==> config.mk <==
export PLATFORM = sky130hd
export DESIGN_NAME = seq_divider16
export DESIGN_NICKNAME = d
export VERILOG_FILES = /design/src/rtl/seq_divider16.sv
export SDC_FILE = /design/constraint.sdc
export NUM_CORES = 1
export LEC_CHECK = 0
export BUFFER_PORTS_ARGS = -buffer_cell sky130_fd_sc_hd__buf_4
export CORE_MARGIN = 3
export CORE_UTILIZATION = 57
export DETAILED_ROUTE_END_ITERATION = 10
export HOLD_SLACK_MARGIN = 0.15
export PLACE_DENSITY = 0.8
export SKIP_LAST_GASP = 1
export SLEW_MARGIN = 20
export SYNTH_ARGS = -nofsm -noshare
export SYNTH_HDL_FRONTEND = slang
export SYNTH_SLANG_ARGS = --single-unit
export TNS_END_PERCENT = 50
==> constraint.sdc <==
create_clock -name clk -period 3.6 [get_ports clk]
set_input_delay 0.72 -clock clk [delete_from_list [all_inputs] [get_ports clk]]
set_output_delay 0.72 -clock clk [all_outputs]
set_load 0.02 [all_outputs]
==> src/rtl/seq_divider16.sv <==
`default_nettype none
// ============================================================================
//  Module   : seq_divider16
//  Purpose  : Sequential unsigned divider, radix-2 restoring, one quotient
//             bit per clock. Operands are captured on an accepted start;
//             quotient, remainder and divide-by-zero flag are published
//             together with a one-cycle done pulse.
//  Ports    : clk        - clock, rising-edge active
//             rst_n      - asynchronous active-low reset
//             start      - divide request, honoured when not busy
//             Dividend   - unsigned dividend, captured on accepted start
//             Divisor    - unsigned divisor, captured on accepted start
//             busy       - division in progress
//             done       - one-cycle pulse, results valid and updated
//             Quotient   - registered quotient, held until next completion
//             Remainder  - registered remainder, held until next completion
//             DivByZero  - registered, set when the divisor was zero
//  Revision : 1.0 - initial release
// ============================================================================
module seq_divider16 #(
    parameter int WIDTH = 16
) (
    input  logic             clk,
    input  logic             rst_n,
    input  logic             start,
    input  logic [WIDTH-1:0] Dividend,
    input  logic [WIDTH-1:0] Divisor,
    output logic             busy,
    output logic             done,
    output logic [WIDTH-1:0] Quotient,
    output logic [WIDTH-1:0] Remainder,
    output logic             DivByZero
);

    localparam int CNT_W = $clog2(WIDTH + 1);
    localparam logic [CNT_W-1:0] LAST_ITER = CNT_W'(WIDTH - 1);

    typedef enum logic [1:0] {
        IDLE = 2'd0,
        RUN  = 2'd1,
        DONE = 2'd2
    } state_t;

    state_t            state;
    state_t            next_state;

    // Partial remainder is always below the divisor, so WIDTH bits hold it;
    // the extra bit only matters inside the trial subtraction below.
    logic [WIDTH-1:0]  p;
    logic [WIDTH-1:0]  q;
    logic [WIDTH-1:0]  d;
    logic [CNT_W-1:0]  cnt;

    logic [WIDTH:0]    p_shift;
    logic [WIDTH:0]    diff;
    logic [WIDTH-1:0]  p_next;
    logic [WIDTH-1:0]  q_next;
    logic              accept;
    logic              div_zero;
    logic              last_iter;

    assign accept    = start && (state != RUN);
    assign div_zero  = (Divisor == '0);
    assign last_iter = (state == RUN) && (cnt == LAST_ITER);

    // One restoring step: shift {P,Q} left, trial-subtract D, keep the
    // difference only when it did not go negative.
    assign p_shift = {p, q[WIDTH-1]};
    assign diff    = p_shift - {1'b0, d};
    assign p_next  = diff[WIDTH] ? p_shift[WIDTH-1:0] : diff[WIDTH-1:0];
    assign q_next  = {q[WIDTH-2:0], ~diff[WIDTH]};

    // ------------------------------------------------------------------
    // State register
    // ------------------------------------------------------------------
    always_ff @(posedge clk or negedge rst_n) begin
        if (!rst_n) begin
            state <= IDLE;
        end else begin
            state <= next_state;
        end
    end

    // ------------------------------------------------------------------
    // Next-state and status decode
    // ------------------------------------------------------------------
    always_comb begin
        next_state = state;
        busy       = 1'b0;
        done       = 1'b0;
        case (state)
            IDLE: begin
                if (start) begin
                    next_state = div_zero ? DONE : RUN;
                end
            end
            RUN: begin
                busy = 1'b1;
                if (last_iter) begin
                    next_state = DONE;
                end
            end
            DONE: begin
                done = 1'b1;
                if (start) begin
                    next_state = div_zero ? DONE : RUN;
                end else begin
                    next_state = IDLE;
                end
            end
            default: begin
                next_state = IDLE;
            end
        endcase
    end

    // ------------------------------------------------------------------
    // Datapath and result registers
    // ------------------------------------------------------------------
    always_ff @(posedge clk or negedge rst_n) begin
        if (!rst_n) begin
            p         <= '0;
            q         <= '0;
            d         <= '0;
            cnt       <= '0;
            Quotient  <= '0;
            Remainder <= '0;
            DivByZero <= 1'b0;
        end else if (accept) begin
            if (div_zero) begin
                // Zero divisor skips the iteration entirely.
                Quotient  <= '1;
                Remainder <= Dividend;
                DivByZero <= 1'b1;
            end else begin
                q   <= Dividend;
                d   <= Divisor;
                p   <= '0;
                cnt <= '0;
            end
        end else if (state == RUN) begin
            p   <= p_next;
            q   <= q_next;
            cnt <= cnt + CNT_W'(1);
            if (last_iter) begin
                Quotient  <= q_next;
                Remainder <= p_next;
                DivByZero <= 1'b0;
            end
        end
    end

endmodule
`default_nettype wire

==> results.cfg, run 1 <==
[synthesis]
ys_seq_area_share_pct = 47.8
synth-adder-area-share_pct = 5.32
yosysWarningCount = 0
synthesis.area_um2 = 4610
synth_seq_cells = 88
synth_simple_gate_area_share_pct = 9.88
ys.flop_type = dfrtp_1
yosysTopAreaCell = dfrtp_1
synth_compound_area_share_pct = 19.4
async_flop_share_pct = 100
synth-xor-area-share_pct = 2.85
synth_fp_nets = 513
yosysUniqueCellTypes = 49
synth_top_family_by_area = compound AO/OA/AOI/OAI gates
netlist.area_leader.share_pct = 47.8
syn_inst = 459
synth.avg_cell_area_um2 = 10.0
muxShareOfSynthArea_pct = 10.9
yosys-top-cells-area = dfrtp_1 48%, mux2i_1 6.3%, o21ai_0 5.5%
synth-edff-count = 0

[floorplan]
dieArea_um2 = 9200
core_um2 = 7770
num_rows = 32
initial_core_util_pct = 59.3
die_h_um = 95.9
io_pins = 70
dieWidth_um = 95.9

[clock_tree]
numCtsBuffers = 9
clk_latency_ns = 0.37
hold_buffers = 0
clk_pin_slew_ns = 0.09
clockBufferDepth = 2
cts_tree = built
cts.sinks = 88
post-cts-setup-buffers = 0
cts_resized = 0
htreeDepth = 3
cts_root_buffer = clkbuf_8

[layout]
final_common_cell = dfrtp_1
area_growth_pct = 17.5
drive_above_1_share_pct = 22.6
diodes = 0
final_nets = 576
final_cells = 629
fillers = 623
final_cell_mix = 88 x dfrtp_1, 76 x buf_4, 51 x o21ai_0

[place]
place_inst = 613
hpwl_um = 8060
io_buffers = 69
place.gp.congestion = 0.825

[timing]
period_share_pct = 89.2
slew-limit-headroom_pct = 45.8
slew_viol_final = 0
rsz0062_at_grt = false
setup_viol = 0
max_freq_ghz = 0.311
fin_tns_setup_ns = 0
min_period_ns = 3.21
worst_clock_skew_ns = 0.0107
worst_slew_pin_slew_ns = 0.813
hold_violations = 0

[global_routing]
grt_pass1_vias = 3775
grt_pass1_wl_um = 18300
grt-ovfl-total = 0
track_usage_pct = 26.3
grt_max_degree = 89
antenna_found_initial = 0

[drt]
dr_total_vias = 3722
vias_per_cell = 5.92
wire_per_inst_um = 17.8
routed_wl_um = 11200
drtPass1Iterations = 5
drc = 0
postRouteAntennaNets = 0
drt_iter0_markers = 156

[setup_path]
critPathLaunch = q[15]$_DFFE_PN0P_
cp-end-kind = flop
r2r_slack_ns = 0.39
reg2reg_from = q[15]$_DFFE_PN0P_
setup.worst_path.class = flop to flop
rr_worst_depth = 11
crit_path_start_kind = flop
crit_required_ns = 3.84
path_max_fanout = 11
critical_path_arrival_ns = 3.45

[pwr]
max-vdd-ir-drop_v = 0.000718
power_density_nw_per_um2 = 1120
p_leak_uw = 0.00244
power_uw = 6080

[outcome]
status = finished clean

[flow_run]
cap_violations = 0

[hold_path]
min-delay-path-class = input port to async pin
## synthesized netlist by cell type, types with 2 or more instances
master	n
o21ai_1	4
nor2b_1	3
a21oi_1	40
nor2_1	26
nand4_1	3
nor3_1	2
a21o_1	3
mux2_4	2
and2_1	2
nor4_1	5
dfrtp_1	88
mux2_2	16
or3_1	2
o22ai_1	12
nand2_1	45
o22a_1	16
inv_1	19
xnor2_1	10
ha_1	18
xor2_1	5
mux2i_1	29
o21a_1	3
o21ai_0	51
and3_1	3
nand2b_1	7
clkbuf_1	22
## final timing paths
path / end
max in group asynchronous: cnt[2]$_DFFE_PN0P_
min: Quotient[12]$_DFFE_PN0P_
max reg2reg: Remainder[13]$_DFFE_PN0P_
max: Remainder[13]$_DFFE_PN0P_
min reg2reg: Quotient[11]$_DFFE_PN0P_
min in group clk: Quotient[11]$_DFFE_PN0P_
## where the power goes
part / switching, µW / total [µW] / internal [µW]
clock network: 364 / 638 / 274
registers: 335 / 1810 / 1480
logic: 2030 / 3630 / 1600
## layout make-up
| class | count | area (µm²) | area share (%) |
|---|---|---|---|
| Multi-Input combinational cell | 326 | 2250 | 41.6 |
| Sequential cell | 88 | 2200 | 40.7 |
| Inverter | 20 | 75.1 | 1.39 |
| Clock buffer | 11 | 141 | 2.61 |
| Timing Repair Buffer | 77 | 582 | 10.7 |
| Tap cell | 102 | 128 | 2.36 |
| Clock inverter | 5 | 37.5 | 0.693 |
## stage by stage
stage | hold slack, ns | setup WS [ns] | utilization (%) | cell area [µm²]
6_report | 0.389 | 0.387 | 69.7 | 5420
5_1_grt | 0.467 | 0.126 | 69.7 | 5420
4_1_cts | 0.499 | 0.378 | 69.7 | 5410
3_5_place_dp | 0.479 | 0.400 | 67.4 | 5230
3_3_place_gp | 0.465 | 0.540 | 67.4 | 5230
2_1_floorplan | 0.424 | 1.07 | - | 4610
## cells by family (layout without fill, tap and decap cells)
family / count (synthesis) / in the layout
adders and majority gates: 19 / 19
DFF: 88 / 88
muxes: 47 / 47
and+or+nand+nor: 100 / 100
buffers and inverters: 45 / 113
AOI/OAI and AO/OA: 145 / 145
xor gates and xnor gates: 15 / 15
## worst max-delay path, cell delays in order, from the launching register on
cell and delay [ns]:
dfrtp_1 0.36, inv_1 0.06, ha_1 0.22, fa_1 0.45
nor2b_4 0.17, o31ai_4 0.07, a31oi_1 0.30, a2111oi_2 0.15
xnor2_2 0.60, buf_4 0.34, mux2i_1 0.25, o22ai_1 0.11
## flip-flops by register name, indices dropped and copies added (netlist names)
register and flops:
Remainder 16, cnt 5, d 16, DivByZero 1
Quotient 16, q 16, p 16, state 2
## per-layer routing
layer | GRT usage [%] | up-vias | part of all wire [%]
li1 | - | 1761 | -
met1 | 33.6 | 1830 | 42
met2 | 44.5 | 102 | 50
met3 | 3.67 | 29 | 5.0
met4 | 12.1 | 0 | 3.1
met5 | 0 | - | 0
(Power assumes the default switching activity.)
==> run 2, diff against run 1 <==
--- a/config.mk
+++ b/config.mk
@@ -10,7 +10,7 @@
 export CORE_UTILIZATION = 57
 export DETAILED_ROUTE_END_ITERATION = 10
 export HOLD_SLACK_MARGIN = 0.15
-export PLACE_DENSITY = 0.8
+export PLACE_DENSITY = 0.87
 export SKIP_LAST_GASP = 1
 export SLEW_MARGIN = 20
 export SYNTH_ARGS = -nofsm -noshare
==> run 2 against run 1 <==
Setup slack got worse by 0.034 ns. Critical path depth unchanged. Combinational power barely moved. First-iteration DRC count rose by 56%. Non-clock buffer count unchanged.
==> results.cfg, run 2 (same netlist as run 1, synthesis figures left out) <==
[clock_tree]
hold_buffers = 0
post-cts-setup-buffers = 0
numCtsBuffers = 9
clk_latency_ns = 0.36
clockBufferDepth = 2
htreeDepth = 3
cts_root_buffer = clkbuf_8
cts_tree = built
cts.sinks = 88
clk_pin_slew_ns = 0.09
cts_resized = 0

[setup_path]
cp_slowest_stage_delay_ns = 0.62
crit_chain = inv_1 > ha_1 > fa_1 > nor2b_4 > o31ai_4 > a31oi_1 > a2111oi_2 > xnor2_2 > buf_4 > mux2_4 > o22ai_2
critPathLaunch = q[15]$_DFFE_PN0P_
crit_path_start_kind = flop
setup.worst_path.class = flop to flop
cp_num_buf_inv = 2
path_max_fanout = 12
critical_path_arrival_ns = 3.53
path_delay_family = compound AO/OA/AOI/OAI gates
reg2reg_from = q[15]$_DFFE_PN0P_
crit_slowest_cell = xnor2_2
crit_required_ns = 3.89
cp-end-kind = flop

[global_routing]
antenna_found_initial = 0
grt_pass1_vias = 3732
gr-usage-met1_pct = 33.3
grt_util_met2_pct = 43.0
grt-busiest-layer = met2
met3_usage_pct = 4.53
grt-ovfl-total = 0
track_usage_pct = 25.9
grt_max_degree = 89
grt_pass1_wl_um = 18200

[floorplan]
initial_core_util_pct = 59.3
io_pins = 70
die_h_um = 95.9
num_rows = 32
dieWidth_um = 95.9
core_um2 = 7770
dieArea_um2 = 9200

[drt]
drc = 0
routed_wl_um = 11100
vias_per_cell = 5.95
drtPass1Iterations = 4
wire_per_inst_um = 17.6
drt_iter0_markers = 243
dr_total_vias = 3741
postRouteAntennaNets = 0

[layout]
area_growth_pct = 17.6
final_nets = 576
diodes = 0
final_cell_mix = 88 x dfrtp_1, 76 x buf_4, 51 x o21ai_0
fin_util_pct = 69.8
seq_area_um2 = 2200
fillers = 583
final_common_cell = dfrtp_1
multi_input_area_um2 = 2250
drive_above_1_share_pct = 23.0

[flow_run]
cap_violations = 0

[timing]
setup_viol = 0
slew-limit-headroom_pct = 48.1
period_share_pct = 90.2
min_period_ns = 3.25
fin_tns_setup_ns = 0
worst_slew_pin_slew_ns = 0.778
rsz0062_at_grt = false
max_freq_ghz = 0.308
worst_clock_skew_ns = 0.00995
hold_violations = 0
slew_viol_final = 0

[place]
place.gp.congestion = 0.935
io_buffers = 69
hpwl_um = 8020

[hold_path]
min-delay-path-class = input port to async pin

[outcome]
status = finished clean

[pwr]
max-vdd-ir-drop_v = 0.000567
power_density_nw_per_um2 = 1130
p_leak_uw = 0.00244
==> run 2: final timing paths <==
kind                       slack, ns                        to  cells past startpoint
min in group clk                0.49        cnt[4]$_DFFE_PN0P_                      2
min reg2reg                     0.49        cnt[4]$_DFFE_PN0P_                      2
max reg2reg                     0.35  Remainder[0]$_DFFE_PN0P_                     11
max in group asynchronous       2.67  Remainder[1]$_DFFE_PN0P_                      1
min                             0.41         d[13]$_DFFE_PN0P_                      1
max                             0.35  Remainder[0]$_DFFE_PN0P_                     11
==> run 2: area by class of cell <==
cell class,instances,area share [%]
Multi-Input combinational cell,326,41.6
Clock buffer,10,2.54
Sequential cell,88,40.6
Tap cell,102,2.35
Clock inverter,6,0.785
Inverter,20,1.39
Timing Repair Buffer,77,10.7
==> run 2: where the power goes <==
group | total (µW) | leakage [µW] | switching [µW] | internal (µW)
Sequential | 1830 | 0.00104 | 355 | 1480
Clock | 634 | 0.0000891 | 362 | 272
Combinational | 3640 | 0.00131 | 2030 | 1610
Total | 6100 | 0.00244 | 2740 | 3360
==> run 2: layer usage <==
| metal | up-vias | wire, µm |
|---|---|---|
| met5 | - | 0 |
| met4 | 0 | 363 |
| met3 | 27 | 499 |
| met2 | 113 | 5640 |
| met1 | 1832 | 4590 |
| li1 | 1769 | - |
==> run 2: through the flow <==
step / hold slack [ns] / area (µm²) / worst slack (ns) / instances / total power [µW]
after detailed placement: 0.470 / 5230 / 0.430 / 613 / 5430
final: 0.414 / 5420 / 0.353 / 629 / 6100
after global placement: 0.462 / 5230 / 0.517 / 613 / 5260
after CTS: 0.490 / 5410 / 0.374 / 629 / 6090
after floorplan: 0.424 / 4610 / 1.07 / 459 / 4410
after global routing: 0.470 / 5420 / 0.177 / 629 / 6550
==> run 2: worst register-to-register path, cell delays in order (launching register included) <==
cell       delay, ns
dfrtp_1         0.38
inv_1           0.07
ha_1            0.22
fa_1            0.44
nor2b_4         0.17
o31ai_4         0.07
a31oi_1         0.30
a2111oi_2       0.14
xnor2_2         0.62
buf_4           0.29
mux2_4          0.32
o22ai_2         0.16
==> run 3, diff against run 2 <==
--- a/config.mk
+++ b/config.mk
@@ -9,10 +9,10 @@
 export CORE_MARGIN = 3
 export CORE_UTILIZATION = 57
 export DETAILED_ROUTE_END_ITERATION = 10
+export GPL_TIMING_DRIVEN = 0
 export HOLD_SLACK_MARGIN = 0.15
 export PLACE_DENSITY = 0.87
 export SKIP_LAST_GASP = 1
-export SLEW_MARGIN = 20
 export SYNTH_ARGS = -nofsm -noshare
 export SYNTH_HDL_FRONTEND = slang
 export SYNTH_SLANG_ARGS = --single-unit
==> constraint.sdc (replaced) <==
create_clock -name clk -period 3.6 [get_ports clk]
set_input_delay 0.36 -clock clk [delete_from_list [all_inputs] [get_ports clk]]
set_output_delay 0.36 -clock clk [all_outputs]
set_load 0.02 [all_outputs]
==> run 3 against run 2 <==
Wire length grew 3.8%. Global-route usage grew 0.71 points. Clock power grew 8.8%. Clock-buffer cell count shrank 1. Die area is the same. Maximum frequency grew 7.7%. Total power grew 0.87%.
==> results.cfg, run 3 (same netlist as run 1, synthesis figures left out) <==
[setup_path]
path_max_fanout = 10
setup.worst_path.class = flop to flop
crit_required_ns = 3.84
r2r_slack_ns = 0.59
cp-end-kind = flop
critical_path_arrival_ns = 3.25
crit_path_start_kind = flop

[clock_tree]
cts_tree = built
numCtsBuffers = 9
cts_root_buffer = clkbuf_8
hold_buffers = 0
clockBufferDepth = 2
cts.sinks = 88
cts_resized = 0
clk_latency_ns = 0.37
post-cts-setup-buffers = 0
htreeDepth = 3
clk_pin_slew_ns = 0.10

[timing]
period_share_pct = 83.7
worst_slack_ns = 0.586
hold_violations = 0
min_period_ns = 3.01
slew_viol_final = 0
slew-limit-headroom_pct = 26.6
worst_slew_pin_slew_ns = 1.10
rsz0062_at_grt = false
fin_tns_setup_ns = 0
setup_viol = 0
worst_clock_skew_ns = 0.0116
max_freq_ghz = 0.332

[floorplan]
dieWidth_um = 95.9
io_pins = 70
num_rows = 32
initial_core_util_pct = 59.3
die_h_um = 95.9
dieArea_um2 = 9200
core_um2 = 7770

[place]
dp_slack_ns = 0.661
io_buffers = 69
hpwl_um = 8590
place.gp.congestion = 0.942

[drt]
drt_iter0_markers = 277
dr_total_vias = 3913
wire_per_inst_um = 17.8
postRouteAntennaNets = 0
drc = 0
routed_wl_um = 11500
drtPass1Iterations = 5
vias_per_cell = 6.06

[layout]
drive_above_1_share_pct = 20.4
diodes = 0
area_growth_pct = 18.3
final_nets = 593
final_cell_mix = 88 x dfrtp_1, 69 x buf_4, 51 x o21ai_0
final_common_cell = dfrtp_1

[global_routing]
grt_pass1_wl_um = 18600
grt_max_degree = 89
track_usage_pct = 26.6
grt_pass1_vias = 3849
antenna_found_initial = 0
grt-ovfl-total = 0

[pwr]
swShare_pct = 45.7
seqPwrFrac_pct = 29.5
power_uw = 6160
power_density_nw_per_um2 = 1130
intPower_uw = 3340
p_leak_uw = 0.00244
switching_power_uw = 2810
clkPwrFrac_pct = 11.2
max-vdd-ir-drop_v = 0.000523
p_comb_share_pct = 59.3

[hold_path]
min-delay-path-class = input port to async pin

[flow_run]
cap_violations = 0

[outcome]
status = finished clean
## run 3: power groups by stage
stage / logic, µW / registers [µW] / clock network, µW
5_1_grt: 4010 / 1870 / 740
4_1_cts: 3620 / 1810 / 693
3_5_place_dp: 3590 / 1830 / 0
6_report: 3650 / 1820 / 690
2_1_floorplan: 2490 / 1920 / 0
3_3_place_gp: 3460 / 1800 / 0
## run 3: critical path, cell delays in order, from the launching register on
cell,delay [ns]
dfrtp_1,0.36
inv_1,0.06
ha_1,0.22
fa_1,0.45
nor2b_4,0.18
o31ai_4,0.08
a31oi_1,0.32
a2111oi_2,0.15
xnor2_1,0.25
buf_2,0.35
mux2i_1,0.32
o21ai_0,0.13
## run 3: cell type report
class                           count  area [µm²]
Inverter                           20        75.1
Clock inverter                      7        75.1
Tap cell                          102         128
Fill cell                         567        2310
Multi-Input combinational cell    326        2230
Buffer                             25         103
Timing Repair Buffer               69         518
Clock buffer                        9         124
Sequential cell                    88        2200
## run 3: final timing paths
| kind | from | to | cells past startpoint |
|---|---|---|---|
| worst min register to register | cnt[4]$_DFFE_PN0P_ | cnt[4]$_DFFE_PN0P_ | 2 |
| worst max-delay path | q[15]$_DFFE_PN0P_ | p[10]$_DFFE_PN0P_ | 11 |
| worst max register to register | q[15]$_DFFE_PN0P_ | p[10]$_DFFE_PN0P_ | 11 |
| max in group asynchronous | rst_n | Remainder[11]$_DFFE_PN0P_ | 1 |
| worst min-delay path | rst_n | d[12]$_DFFE_PN0P_ | 1 |
| min in group clk | Divisor[11] | d[11]$_DFFE_PN0P_ | 2 |
## run 3: metal layers
metal  share of wire (%)  global-route usage (%)  up-vias
li1                    -                       -     1796
met1                  41                    35.1     1929
met2                  50                    43.6      154
met3                 5.8                    5.55       34
met4                 2.8                    9.36        0
met5                   0                       0        -
## run 3: per-stage QoR
| step | util [%] | area [µm²] | cells | hold slack [ns] |
|---|---|---|---|---|
| after floorplan | - | 4610 | 459 | 0.0644 |
| after global placement | 67.6 | 5250 | 630 | 0.466 |
| after detailed placement | 67.6 | 5250 | 630 | 0.473 |
| after CTS | 70.2 | 5450 | 646 | 0.223 |
| after global routing | 70.2 | 5450 | 646 | 0.218 |
| final | 70.2 | 5450 | 646 | 0.179 |
